$ cat config.mk
export PLATFORM = sky130hd
export DESIGN_NAME = cfo_test_seq_flat
export DESIGN_NICKNAME = d
export VERILOG_FILES = /design/src/rtl/cfo_test_seq_if.sv /design/src/rtl/cfo_test_seq.sv /design/src/flat_wrapper.sv
export SDC_FILE = /design/constraint.sdc
export NUM_CORES = 1
export LEC_CHECK = 0
export CORE_UTILIZATION = 43
export DETAILED_ROUTE_END_ITERATION = 10
export PLACE_DENSITY = 0.8
export RECOVER_POWER = 25
export SLEW_MARGIN = 20
export SYNTH_ARGS = -nofsm -noshare
export SYNTH_HDL_FRONTEND = slang
export SYNTH_SLANG_ARGS = --single-unit
$ cat constraint.sdc
create_clock -name clk -period 3.1 [get_ports clk]
set_input_delay 0.62 -clock clk [delete_from_list [all_inputs] [get_ports clk]]
set_output_delay 0.62 -clock clk [all_outputs]
set_load 0.02 [all_outputs]
$ cat src/rtl/cfo_test_seq_if.sv
// CFO self-test bus: pattern select, symbol strobe and reset toward the
// stimulus/estimator pair, frequency word and valid coming back.
// master = sequencer side, slave = stimulus/estimator side.
interface cfo_test_seq_if;
    logic [1:0]  sel;
    logic        val;
    logic        dut_rst;
    logic [31:0] freq_word;
    logic        freq_val;

    modport master (output sel, val, dut_rst, input freq_word, freq_val);
    modport slave  (input sel, val, dut_rst, output freq_word, freq_val);
endinterface

$ cat src/rtl/cfo_test_seq.sv
// CFO estimator self-test sequencer.
// Steps patterns 0..NUM_SEL-1: resets the stimulus/estimator, issues SYM_CNT
// strobes, waits for freq_val (bounded by TIMEOUT) and checks the word against
// the pattern's expected value within +/-TOL.
// Optional feature macro CFO_SEQ_CAPTURE_EN: capture per-pattern words on meas_o.
module cfo_test_seq #(
    parameter int unsigned NUM_SEL = 4,
    parameter int unsigned SYM_CNT = 256,
    parameter int unsigned VAL_DIV = 4,
    parameter int unsigned RST_CYC = 4,
    parameter int unsigned TIMEOUT = 1024,
    parameter logic [31:0] TOL     = 32'h0010
) (
    input  logic                  clk,
    input  logic                  rst,
    input  logic                  start_i,
    cfo_test_seq_if.master        bus,
    output logic                  busy_o,
    output logic                  done_o,
    output logic                  pass_o,
    output logic [3:0]            fail_mask_o,
    output logic [127:0]          meas_o
);
    localparam int unsigned CMAX = (TIMEOUT > RST_CYC) ? TIMEOUT : RST_CYC;
    localparam int unsigned CW   = $clog2(CMAX + 1);
    localparam int unsigned PW   = $clog2(VAL_DIV + 1);
    localparam int unsigned SW   = $clog2(SYM_CNT + 1);

    localparam logic [CW-1:0]     RST_LAST = CW'(RST_CYC - 1);
    localparam logic [CW-1:0]     TO_LAST  = CW'(TIMEOUT - 1);
    localparam logic [PW-1:0]     PH_LAST  = PW'(VAL_DIV - 1);
    localparam logic [SW-1:0]     SYM_LAST = SW'(SYM_CNT - 1);
    localparam logic [1:0]        SEL_LAST = 2'(NUM_SEL - 1);
    localparam logic signed [31:0] TOL_S   = TOL;
    localparam logic [31:0]       TO_MARK  = 32'hDEAD_BEEF;

    typedef enum logic [2:0] {
        S_IDLE, S_DRST, S_RUN, S_WAIT, S_CHECK, S_DONE
    } state_t;

    state_t          state, state_nxt;
    logic [1:0]      sel;
    logic [CW-1:0]   cnt;
    logic [PW-1:0]   phase;
    logic [SW-1:0]   pulses;
    logic [31:0]     word_q;
    logic            to_q;
    logic [3:0]      fail_mask;
    logic            pass_q;

    logic            strobe, dut_rst_c, busy_c, done_c;
    logic [31:0]     exp_word;
    logic signed [31:0] diff_s;
    logic            chk_fail;
    logic [3:0]      fail_bit, mask_nxt;

    // State register
    always_ff @(posedge clk) begin
        if (rst) state <= S_IDLE;
        else     state <= state_nxt;
    end

    // Next-state decode and per-state outputs
    always_comb begin
        state_nxt = state;
        strobe    = 1'b0;
        dut_rst_c = 1'b0;
        busy_c    = 1'b0;
        done_c    = 1'b0;
        case (state)
            S_IDLE:  if (start_i) state_nxt = S_DRST;
            S_DRST: begin
                dut_rst_c = 1'b1;
                busy_c    = 1'b1;
                if (cnt == RST_LAST) state_nxt = S_RUN;
            end
            S_RUN: begin
                busy_c = 1'b1;
                strobe = (phase == '0);
                if (strobe && pulses == SYM_LAST) state_nxt = S_WAIT;
            end
            S_WAIT: begin
                busy_c = 1'b1;
                strobe = (phase == '0);
                if (bus.freq_val || cnt == TO_LAST) state_nxt = S_CHECK;
            end
            S_CHECK: begin
                busy_c    = 1'b1;
                state_nxt = (sel == SEL_LAST) ? S_DONE : S_DRST;
            end
            S_DONE: begin
                done_c    = 1'b1;
                state_nxt = S_IDLE;
            end
            default: state_nxt = S_IDLE;
        endcase
    end

    // Tolerance check of the latched word against the pattern's expected value
    always_comb begin
        case (sel)
            2'd2:    exp_word = 32'h2000_0000;
            2'd3:    exp_word = 32'hE000_0000;
            default: exp_word = 32'h0000_0000;
        endcase
        diff_s   = word_q - exp_word;
        chk_fail = to_q || (diff_s < -TOL_S) || (diff_s > TOL_S);
        fail_bit = '0;
        fail_bit[sel] = chk_fail;
        mask_nxt = fail_mask | fail_bit;
    end

    // Counters, word latch and result registers
    always_ff @(posedge clk) begin
        if (rst) begin
            sel       <= '0;
            cnt       <= '0;
            phase     <= '0;
            pulses    <= '0;
            word_q    <= '0;
            to_q      <= 1'b0;
            fail_mask <= '0;
            pass_q    <= 1'b0;
        end else begin
            case (state)
                S_IDLE: if (start_i) begin
                    sel       <= '0;
                    cnt       <= '0;
                    fail_mask <= '0;
                    pass_q    <= 1'b0;
                end
                S_DRST: begin
                    phase  <= '0;
                    pulses <= '0;
                    to_q   <= 1'b0;
                    cnt    <= (cnt == RST_LAST) ? '0 : cnt + 1'b1;
                end
                S_RUN: begin
                    phase <= (phase == PH_LAST) ? '0 : phase + 1'b1;
                    if (strobe) pulses <= pulses + 1'b1;
                end
                S_WAIT: begin
                    phase <= (phase == PH_LAST) ? '0 : phase + 1'b1;
                    cnt   <= cnt + 1'b1;
                    if (bus.freq_val) begin
                        word_q <= bus.freq_word;
                    end else if (cnt == TO_LAST) begin
                        word_q <= TO_MARK;
                        to_q   <= 1'b1;
                    end
                end
                S_CHECK: begin
                    cnt       <= '0;
                    fail_mask <= mask_nxt;
                    // pass is settled here so it is already valid in the done cycle
                    if (sel == SEL_LAST) pass_q <= (mask_nxt == '0);
                    else                 sel    <= sel + 2'd1;
                end
                default: ;
            endcase
        end
    end

`ifdef CFO_SEQ_CAPTURE_EN
    logic [127:0] meas_q;

    // Per-pattern capture of the checked word, cleared by an accepted start
    always_ff @(posedge clk) begin
        if (rst)                              meas_q <= '0;
        else if (state == S_IDLE && start_i)  meas_q <= '0;
        else if (state == S_CHECK)            meas_q[{sel, 5'd0} +: 32] <= word_q;
    end

    assign meas_o = meas_q;
`else
    assign meas_o = '0;
`endif

    assign bus.sel     = sel;
    assign bus.val     = strobe;
    assign bus.dut_rst = dut_rst_c;
    assign busy_o      = busy_c;
    assign done_o      = done_c;
    assign pass_o      = pass_q;
    assign fail_mask_o = fail_mask;
endmodule

$ cat src/flat_wrapper.sv
// flat-port wrapper written by rule: the top's interface ports become plain ports
module cfo_test_seq_flat 
#(
    parameter int unsigned NUM_SEL = 4,
    parameter int unsigned SYM_CNT = 256,
    parameter int unsigned VAL_DIV = 4,
    parameter int unsigned RST_CYC = 4,
    parameter int unsigned TIMEOUT = 1024,
    parameter logic [31:0] TOL     = 32'h0010
)
  (clk, rst, start_i, busy_o, done_o, pass_o, fail_mask_o, meas_o, bus_sel, bus_val, bus_dut_rst, bus_freq_word, bus_freq_val);
  cfo_test_seq_if bus_i ();
  input  logic clk;
  input  logic rst;
  input  logic start_i;
  output logic busy_o;
  output logic done_o;
  output logic pass_o;
  output logic [3:0] fail_mask_o;
  output logic [127:0] meas_o;
  output wire logic [$bits(bus_i.sel)-1:0] bus_sel;
  output wire logic [$bits(bus_i.val)-1:0] bus_val;
  output wire logic [$bits(bus_i.dut_rst)-1:0] bus_dut_rst;
  input wire logic [$bits(bus_i.freq_word)-1:0] bus_freq_word;
  input wire logic [$bits(bus_i.freq_val)-1:0] bus_freq_val;
  assign bus_sel = bus_i.sel;
  assign bus_val = bus_i.val;
  assign bus_dut_rst = bus_i.dut_rst;
  assign bus_i.freq_word = bus_freq_word;
  assign bus_i.freq_val = bus_freq_val;
  cfo_test_seq #(.NUM_SEL(NUM_SEL), .SYM_CNT(SYM_CNT), .VAL_DIV(VAL_DIV), .RST_CYC(RST_CYC), .TIMEOUT(TIMEOUT), .TOL(TOL)) u_core (.clk(clk), .rst(rst), .start_i(start_i), .bus(bus_i), .busy_o(busy_o), .done_o(done_o), .pass_o(pass_o), .fail_mask_o(fail_mask_o), .meas_o(meas_o));
endmodule
==> metrics.txt, run 1 <==
# TYPE chip_impl_metric gauge
chip_impl_metric{name="fmax",unit="MHz"} 349
chip_impl_metric{name="yosys.area.top_type_share",unit="%"} 32.3
chip_impl_metric{name="row_count",unit=""} 35
chip_impl_info{name="cell_type_contributing_the_most_total_cell_area_after_synthesis",value="sky130_fd_sc_hd__dfxtp_1"} 1
chip_impl_info{name="synth-main-ff-cell",value="sky130_fd_sc_hd__dfxtp_1"} 1
chip_impl_metric{name="worst_clock_skew",unit="ps"} 9.42
chip_impl_metric{name="dr_total_vias",unit=""} 3099
chip_impl_metric{name="track_usage",unit="%"} 15.9
chip_impl_metric{name="synth.lib_cells_used.distinct",unit=""} 52
chip_impl_metric{name="floorplan.io_pins",unit=""} 175
chip_impl_metric{name="p_comb_share",unit="%"} 13.4
chip_impl_metric{name="max_cap_violations",unit=""} 0
chip_impl_metric{name="worstMarginPinSlew",unit="ps"} 1170
chip_impl_metric{name="initial_drt_markers",unit=""} 99
chip_impl_metric{name="fill_cells",unit=""} 899
chip_impl_metric{name="wl_met1",unit="µm"} 3300
chip_impl_metric{name="internal_power",unit="mW"} 1.37
chip_impl_info{name="timing.critical_path.cells",value="ha_1 > or2_2 > ha_1 > inv_1 > fa_1 > or4b_1 > nor4_4 > nor4_2 > a22o_1"} 1
chip_impl_metric{name="leakagePower",unit="nW"} 1.80
chip_impl_info{name="run_status",value="complete, no violations"} 1
chip_impl_metric{name="synth-async-reset-ratio",unit="%"} 0
chip_impl_metric{name="ff_latch_count_synth",unit=""} 66
chip_impl_metric{name="antenna_found_initial",unit=""} 0
chip_impl_metric{name="ctsHoldBuffers",unit=""} 0
chip_impl_metric{name="die_width",unit="µm"} 99.6
chip_impl_metric{name="buffer_ports.inserted",unit=""} 46
chip_impl_metric{name="timing.slew.headroom",unit="%"} 22.3
chip_impl_info{name="crit_path_top_delay_cell",value="sky130_fd_sc_hd__fa_1"} 1
chip_impl_metric{name="finalWeightedCongestion",unit=""} 0.912
chip_impl_metric{name="synthesis.yosys.warnings",unit=""} 0
chip_impl_metric{name="detailed_placement_hpwl",unit="µm"} 5780
chip_impl_metric{name="finalCoreUtilization",unit="%"} 47.4
chip_impl_info{name="crit_type",value="reg -> reg"} 1
chip_impl_metric{name="routed_wl",unit="µm"} 7820
chip_impl_metric{name="first_global_vias",unit=""} 2725
chip_impl_metric{name="ctsLongestPathBuffers",unit=""} 2
chip_impl_metric{name="power.share.clock",unit="%"} 42.0
chip_impl_metric{name="synthCells",unit=""} 505
chip_impl_metric{name="syn-mean-instance-area",unit="µm²"} 8.11
chip_impl_metric{name="met3_wirelength",unit="µm"} 493
chip_impl_metric{name="layoutNonFillerInstCount",unit=""} 681
chip_impl_info{name="maxUsedRoutingLayer",value="met4"} 1
chip_impl_metric{name="switching_share",unit="%"} 28.7
chip_impl_info{name="timing.critical_path.from_type",value="flop"} 1
chip_impl_metric{name="multiInputGateArea",unit="µm²"} 2140
chip_impl_info{name="path_delay_family",value="simple AND/OR/NAND/NOR gates"} 1
chip_impl_metric{name="p_seq_share",unit="%"} 44.6
chip_impl_metric{name="cellPowerDensity",unit="nW/µm²"} 438
chip_impl_metric{name="slew_violations",unit=""} 0
chip_impl_metric{name="cts_repair_resize_count",unit=""} 0
chip_impl_info{name="post_synth_most_frequent_cells",value="sky130_fd_sc_hd__buf_4, sky130_fd_sc_hd__dfxtp_1, sky130_fd_sc_hd__nor2_1"} 1
chip_impl_metric{name="fin_crit_sh",unit="%"} 92.4
chip_impl_metric{name="number_of_buffers_created_by_cts",unit=""} 9
chip_impl_metric{name="fin_nets",unit=""} 594
chip_impl_metric{name="avgRoutedWirePerCell",unit="µm"} 11.5
chip_impl_metric{name="cp_slowest_stage_delay",unit="ps"} 500
chip_impl_metric{name="ant_nets",unit=""} 0
chip_impl_info{name="cts_root_buf",value="sky130_fd_sc_hd__clkbuf_8"} 1
chip_impl_metric{name="finalHoldWorstSlack",unit="ps"} 475
chip_impl_info{name="timing.hold.worst.class",value="reg -> reg"} 1
chip_impl_info{name="cpMostUsedCell",value="sky130_fd_sc_hd__ha_1"} 1
chip_impl_metric{name="cts.sink_count",unit=""} 66
chip_impl_metric{name="post-route-drc-count",unit=""} 0
chip_impl_metric{name="core_region_area",unit="µm²"} 9240
chip_impl_info{name="crit_path_end_kind",value="flop"} 1
chip_impl_metric{name="cts-htree-levels",unit=""} 3
chip_impl_metric{name="cp_data_arrival_time",unit="ps"} 3110
chip_impl_metric{name="clk_pin_slew",unit="ps"} 70
chip_impl_metric{name="placedCellCount",unit=""} 665
chip_impl_metric{name="netSwitchingPower",unit="mW"} 0.551
chip_impl_metric{name="drt_via_density",unit=""} 4.55
chip_impl_metric{name="synth_edf_count",unit=""} 0
chip_impl_metric{name="buffers_plus_inverters_on_the_worst_setup_path",unit=""} 1
chip_impl_info{name="grt_setup_unrepaired",value="no"} 1
chip_impl_metric{name="final_layout_size_suffix_gt1_share",unit="%"} 5.25
chip_impl_metric{name="antenna_cells_inserted",unit=""} 0
chip_impl_metric{name="grt_start_max_net_pins",unit=""} 33
chip_impl_metric{name="ys_seq_area_share",unit="%"} 32.3
chip_impl_metric{name="die-area",unit="µm²"} 9920
chip_impl_metric{name="vdd_ir_drop_max",unit="mV"} 0.243
chip_impl_metric{name="grt_first_pass_wirelength",unit="µm"} 12500
chip_impl_info{name="cts_tree",value="done"} 1
chip_impl_metric{name="areaGrowthSynthToFinish",unit="%"} 7.09
chip_impl_metric{name="insertion_delay",unit="ps"} 350
chip_impl_metric{name="fin_setup_tns",unit="ps"} 0
chip_impl_metric{name="floorplan.initialDensity",unit="%"} 44.3
chip_impl_metric{name="synth_area",unit="µm²"} 4090
chip_impl_metric{name="layout_min_cycle_time",unit="ps"} 2860
chip_impl_info{name="yosysMostFrequentCell",value="sky130_fd_sc_hd__buf_4"} 1
chip_impl_metric{name="cts.repair_timing.setup_buffer_count",unit=""} 0
chip_impl_metric{name="cp.required",unit="ps"} 3340
chip_impl_metric{name="timing.final.hold_violations",unit=""} 0
chip_impl_metric{name="overall_die_height",unit="µm"} 99.6
chip_impl_info{name="synth.area.top_cells",value="sky130_fd_sc_hd__dfxtp_1, sky130_fd_sc_hd__buf_4, sky130_fd_sc_hd__nor3_1"} 1
chip_impl_metric{name="met2WireLength",unit="µm"} 3930
chip_impl_metric{name="sequential_standard_cell_area",unit="µm²"} 1320
chip_impl_metric{name="setup-violations-final",unit=""} 0
chip_impl_metric{name="worstPathMaxFanout",unit=""} 8
chip_impl_metric{name="firstDrtPassIters",unit=""} 4
chip_impl_metric{name="globalRoute.totalOverflow",unit=""} 0
cells by family (layout without fill, tap and decap cells):
kind of cell / count (synthesis) / after routing / share of synthesized area [%]
XOR/XNOR: 16 / 16 / 3.79
adder cells (fa/ha/maj): 11 / 11 / 3.55
AO/OA/AOI/OAI: 43 / 43 / 6.42
multiplexers: 2 / 2 / 0.489
flip-flops: 66 / 66 / 32.3
buffers and inverters: 159 / 79 / 27.0
other: 1 / 128 / 0.0916
AND/OR/NAND/NOR: 207 / 207 / 26.4
state kept, by name (all words and copies together) (netlist names):
name and cells:
u_core.cnt 11, u_core.pulses 9, u_core.pass_o 1, u_core.word_q 32, u_core.state 3, u_core.fail_mask_o 4
u_core.bus.sel 2, u_core.phase 3, u_core.to_q 1
per-layer routing:
layer,up-vias,GRT usage [%]
met1,1439,18.0
met2,119,28.3
met5,-,0
met3,8,4.78
met4,0,5.43
li1,1533,-
area by class of cell:
| cell class | instances | area share [%] |
|---|---|---|
| flip-flops and latches | 66 | 30.1 |
| repair buffers | 52 | 11.4 |
| clock inverters | 6 | 2.05 |
| multi-input cells | 407 | 48.9 |
| clock buffers | 10 | 2.91 |
| inverters | 11 | 0.942 |
| well taps | 129 | 3.68 |
power by group through the flow:
stage,Clock (mW),Combinational (mW),Sequential (mW)
global route,0.859,0.277,0.857
floorplan,0,0.315,0.873
detailed placement,0,0.256,0.876
global placement,0,0.254,0.876
CTS,0.820,0.257,0.856
finish,0.805,0.258,0.856
worst reg2reg max path, cell delays in order, from the launching register on:
cell                      delay, ps
sky130_fd_sc_hd__dfxtp_1        430
sky130_fd_sc_hd__ha_1           360
sky130_fd_sc_hd__or2_2          170
sky130_fd_sc_hd__ha_1           130
sky130_fd_sc_hd__inv_1           50
sky130_fd_sc_hd__fa_1           500
sky130_fd_sc_hd__or4b_1         490
sky130_fd_sc_hd__nor4_4         260
sky130_fd_sc_hd__nor4_2         100
sky130_fd_sc_hd__a22o_1         270
stage by stage:
step | setup WS, ps | power, mW | cell area (µm²)
after floorplan | 368 | 1.19 | 4570
after global placement | 361 | 1.13 | 4170
after detailed placement | 241 | 1.13 | 4170
after CTS | 225 | 1.93 | 4390
after global routing | 60.8 | 1.99 | 4380
final | 236 | 1.92 | 4380
cell usage in the layout, fill, tap and decap left out, types with 5 or more instances in the layout:
cell	instances
sky130_fd_sc_hd__ha_1	10
sky130_fd_sc_hd__clkdlybuf4s50_1	43
sky130_fd_sc_hd__xor2_1	10
sky130_fd_sc_hd__nor2_1	56
sky130_fd_sc_hd__nand2b_1	7
sky130_fd_sc_hd__o21ai_0	8
sky130_fd_sc_hd__nand2_1	25
sky130_fd_sc_hd__a21oi_1	21
sky130_fd_sc_hd__nor3_1	51
sky130_fd_sc_hd__dfxtp_1	66
sky130_fd_sc_hd__conb_1	128
sky130_fd_sc_hd__nand4_1	16
sky130_fd_sc_hd__nor4_1	10
sky130_fd_sc_hd__clkbuf_8	9
sky130_fd_sc_hd__nand3_1	15
sky130_fd_sc_hd__inv_1	11
sky130_fd_sc_hd__xnor2_1	5
path summary, 6_finish.rpt:
check,from,endpoint,slack [ps],depth (start not counted)
hold / removal,u_core.word_q[29],u_core.word_q[29],480,2
setup reg to reg,u_core.bus.sel[1],u_core.fail_mask_o[2],240,9
hold reg to reg,u_core.word_q[29],u_core.word_q[29],480,2
setup / recovery,u_core.bus.sel[1],u_core.fail_mask_o[2],240,9
Power figures use the tool's default switching activity.
==> run 2: changes to the inputs <==
CORE_ASPECT_RATIO = 0.75   (was not set)
==> metrics.txt, run 2 (synthesized netlist as in run 1, its figures left out) <==
# TYPE chip_impl_metric gauge
chip_impl_info{name="run_status",value="complete, no violations"} 1
chip_impl_metric{name="post-route-drc-count",unit=""} 0
chip_impl_metric{name="final_layout_size_suffix_gt1_share",unit="%"} 5.61
chip_impl_metric{name="antenna_cells_inserted",unit=""} 0
chip_impl_metric{name="floorplan.initialDensity",unit="%"} 44.7
chip_impl_metric{name="buffer_ports.inserted",unit=""} 46
chip_impl_metric{name="slew_violations",unit=""} 0
chip_impl_metric{name="cp_slowest_stage_delay",unit="ps"} 520
chip_impl_metric{name="fin_nets",unit=""} 595
chip_impl_metric{name="dr_total_vias",unit=""} 3132
chip_impl_info{name="register_name_with_the_most_flops",value="u_core.word_q"} 1
chip_impl_info{name="cts_tree",value="done"} 1
chip_impl_metric{name="cts.sink_count",unit=""} 66
chip_impl_metric{name="die-area",unit="µm²"} 9920
chip_impl_metric{name="max_cap_violations",unit=""} 0
chip_impl_info{name="timing.hold.worst.class",value="reg -> reg"} 1
chip_impl_metric{name="grt_first_pass_wirelength",unit="µm"} 12600
chip_impl_metric{name="globalRoute.totalOverflow",unit=""} 0
chip_impl_metric{name="ant_nets",unit=""} 0
chip_impl_metric{name="drt_via_density",unit=""} 4.60
chip_impl_metric{name="fin_setup_tns",unit="ps"} 0
chip_impl_metric{name="worstMarginPinSlew",unit="ps"} 1180
chip_impl_metric{name="cts-htree-levels",unit=""} 3
chip_impl_info{name="layout.cells.most_common_list",value="sky130_fd_sc_hd__conb_1, sky130_fd_sc_hd__dfxtp_1, sky130_fd_sc_hd__nor2_1, sky130_fd_sc_hd__nor3_1, sky130_fd_sc_hd__clkdlybuf4s50_1"} 1
chip_impl_metric{name="detailed_placement_hpwl",unit="µm"} 6020
chip_impl_metric{name="cellPowerDensity",unit="nW/µm²"} 510
chip_impl_metric{name="cp_data_arrival_time",unit="ps"} 3030
chip_impl_metric{name="grt_start_max_net_pins",unit=""} 33
chip_impl_metric{name="track_usage",unit="%"} 16.5
chip_impl_metric{name="vdd_ir_drop_max",unit="mV"} 0.268
chip_impl_metric{name="finalWeightedCongestion",unit=""} 0.865
chip_impl_metric{name="timing.slew.headroom",unit="%"} 21.1
chip_impl_metric{name="firstDrtPassIters",unit=""} 6
chip_impl_info{name="cts_root_buf",value="sky130_fd_sc_hd__clkbuf_16"} 1
chip_impl_metric{name="fmax",unit="MHz"} 355
chip_impl_info{name="timing.critical_path.from_type",value="flop"} 1
chip_impl_info{name="grt_setup_unrepaired",value="no"} 1
chip_impl_metric{name="row_count",unit=""} 30
chip_impl_metric{name="die_width",unit="µm"} 115
chip_impl_metric{name="core_region_area",unit="µm²"} 9160
chip_impl_metric{name="ctsLongestPathBuffers",unit=""} 2
chip_impl_metric{name="setup-violations-final",unit=""} 0
chip_impl_metric{name="insertion_delay",unit="ps"} 330
chip_impl_metric{name="number_of_buffers_created_by_cts",unit=""} 9
chip_impl_metric{name="leakagePower",unit="nW"} 1.85
chip_impl_metric{name="initial_drt_markers",unit=""} 172
chip_impl_info{name="crit_type",value="reg -> reg"} 1
chip_impl_metric{name="worstPathMaxFanout",unit=""} 8
chip_impl_metric{name="clk_pin_slew",unit="ps"} 50
chip_impl_metric{name="avgRoutedWirePerCell",unit="µm"} 12.2
chip_impl_metric{name="cp.required",unit="ps"} 3320
chip_impl_metric{name="fin_crit_sh",unit="%"} 90.8
chip_impl_metric{name="routed_wl",unit="µm"} 8300
chip_impl_info{name="top_flop_regs",value="u_core.word_q: 32 flops, u_core.cnt: 11 flops, u_core.pulses: 9 flops"} 1
chip_impl_metric{name="timing.final.hold_violations",unit=""} 0
chip_impl_info{name="crit_path_top_delay_cell",value="sky130_fd_sc_hd__fa_1"} 1
chip_impl_metric{name="worst_clock_skew",unit="ps"} 5.50
chip_impl_metric{name="ctsHoldBuffers",unit=""} 0
chip_impl_info{name="timing.critical_path.cells",value="ha_2 > or2_2 > ha_1 > inv_1 > fa_1 > or4b_1 > nor4_4 > nor4_2 > a22o_1"} 1
chip_impl_metric{name="first_global_vias",unit=""} 2578
chip_impl_metric{name="areaGrowthSynthToFinish",unit="%"} 10.2
chip_impl_metric{name="overall_die_height",unit="µm"} 86.5
chip_impl_metric{name="total_power",unit="mW"} 2.30
chip_impl_metric{name="largest_register_ffs",unit=""} 32
chip_impl_metric{name="layout_min_cycle_time",unit="ps"} 2810
chip_impl_info{name="mostFrequentLayoutCell",value="sky130_fd_sc_hd__conb_1"} 1
chip_impl_metric{name="antenna_found_initial",unit=""} 0
chip_impl_metric{name="floorplan.io_pins",unit=""} 175
chip_impl_info{name="crit_path_end_kind",value="flop"} 1
run 2: cell count changes in the layout (fill, tap and decap cells not counted), sizes merged:
cell	change
buf	+1
bufinv	+1
clkbuf	-1
clkinv	-1
inv	+1
run 2: final timing paths:
path                     startpoint  depth (start not counted)  slack [ps]                    end
setup / recovery  u_core.bus.sel[1]                          9         290  u_core.fail_mask_o[0]
hold / removal    u_core.word_q[29]                          2         470      u_core.word_q[29]
setup reg to reg  u_core.bus.sel[1]                          9         290  u_core.fail_mask_o[0]
hold reg to reg   u_core.word_q[29]                          2         470      u_core.word_q[29]
run 2: stage by stage:
stage / util [%] / cell area (µm²) / setup slack (ps) / std cells / hold slack [ps]
after CTS: 49.5 / 4530 / 222 / 681 / 472
final: 49.3 / 4510 / 287 / 681 / 468
after global routing: 49.3 / 4510 / 83.0 / 681 / 483
after detailed placement: 45.6 / 4180 / 243 / 665 / 465
after floorplan: - / 4570 / 368 / 632 / 448
after global placement: 45.6 / 4180 / 386 / 665 / 463
run 2: repair_timing:
action | CTS | global route
setup endpoints to repair | 0 | 1
gates resized for setup | 0 | 2
setup buffers | 0 | 0
run 2: where the power goes:
group	switching (mW)	leakage (nW)	internal [mW]
sequential	0.00605	0.532	0.852
combinational	0.196	1.15	0.0612
clock	0.393	0.167	0.792
total	0.595	1.85	1.70
run 2: critical path, delay by kind of cell, from the launching register on:
family / cells / cell delay [ps]
adders and majority gates: 3 / 970
and+or+nand+nor: 4 / 1000
buffers and inverters: 1 / 50
AOI/OAI and AO/OA: 1 / 260
DFF: 1 / 430
run 2: layer usage:
metal	vias up	wire length, µm	GRT usage (%)
met2	109	3940	25.8
met4	0	102	5.31
met3	9	477	5.10
met5	-	0	0
li1	1546	-	-
met1	1468	3780	21.6
run 2: final cells by class:
class | count | area, µm²
clock buffer | 9 | 225
clock inverter | 7 | 124
fill | 902 | 4650
inverter | 11 | 41.3
multi-input combinational | 407 | 2130
sequential | 66 | 1320
tap | 128 | 160
timing repair buffer | 53 | 505
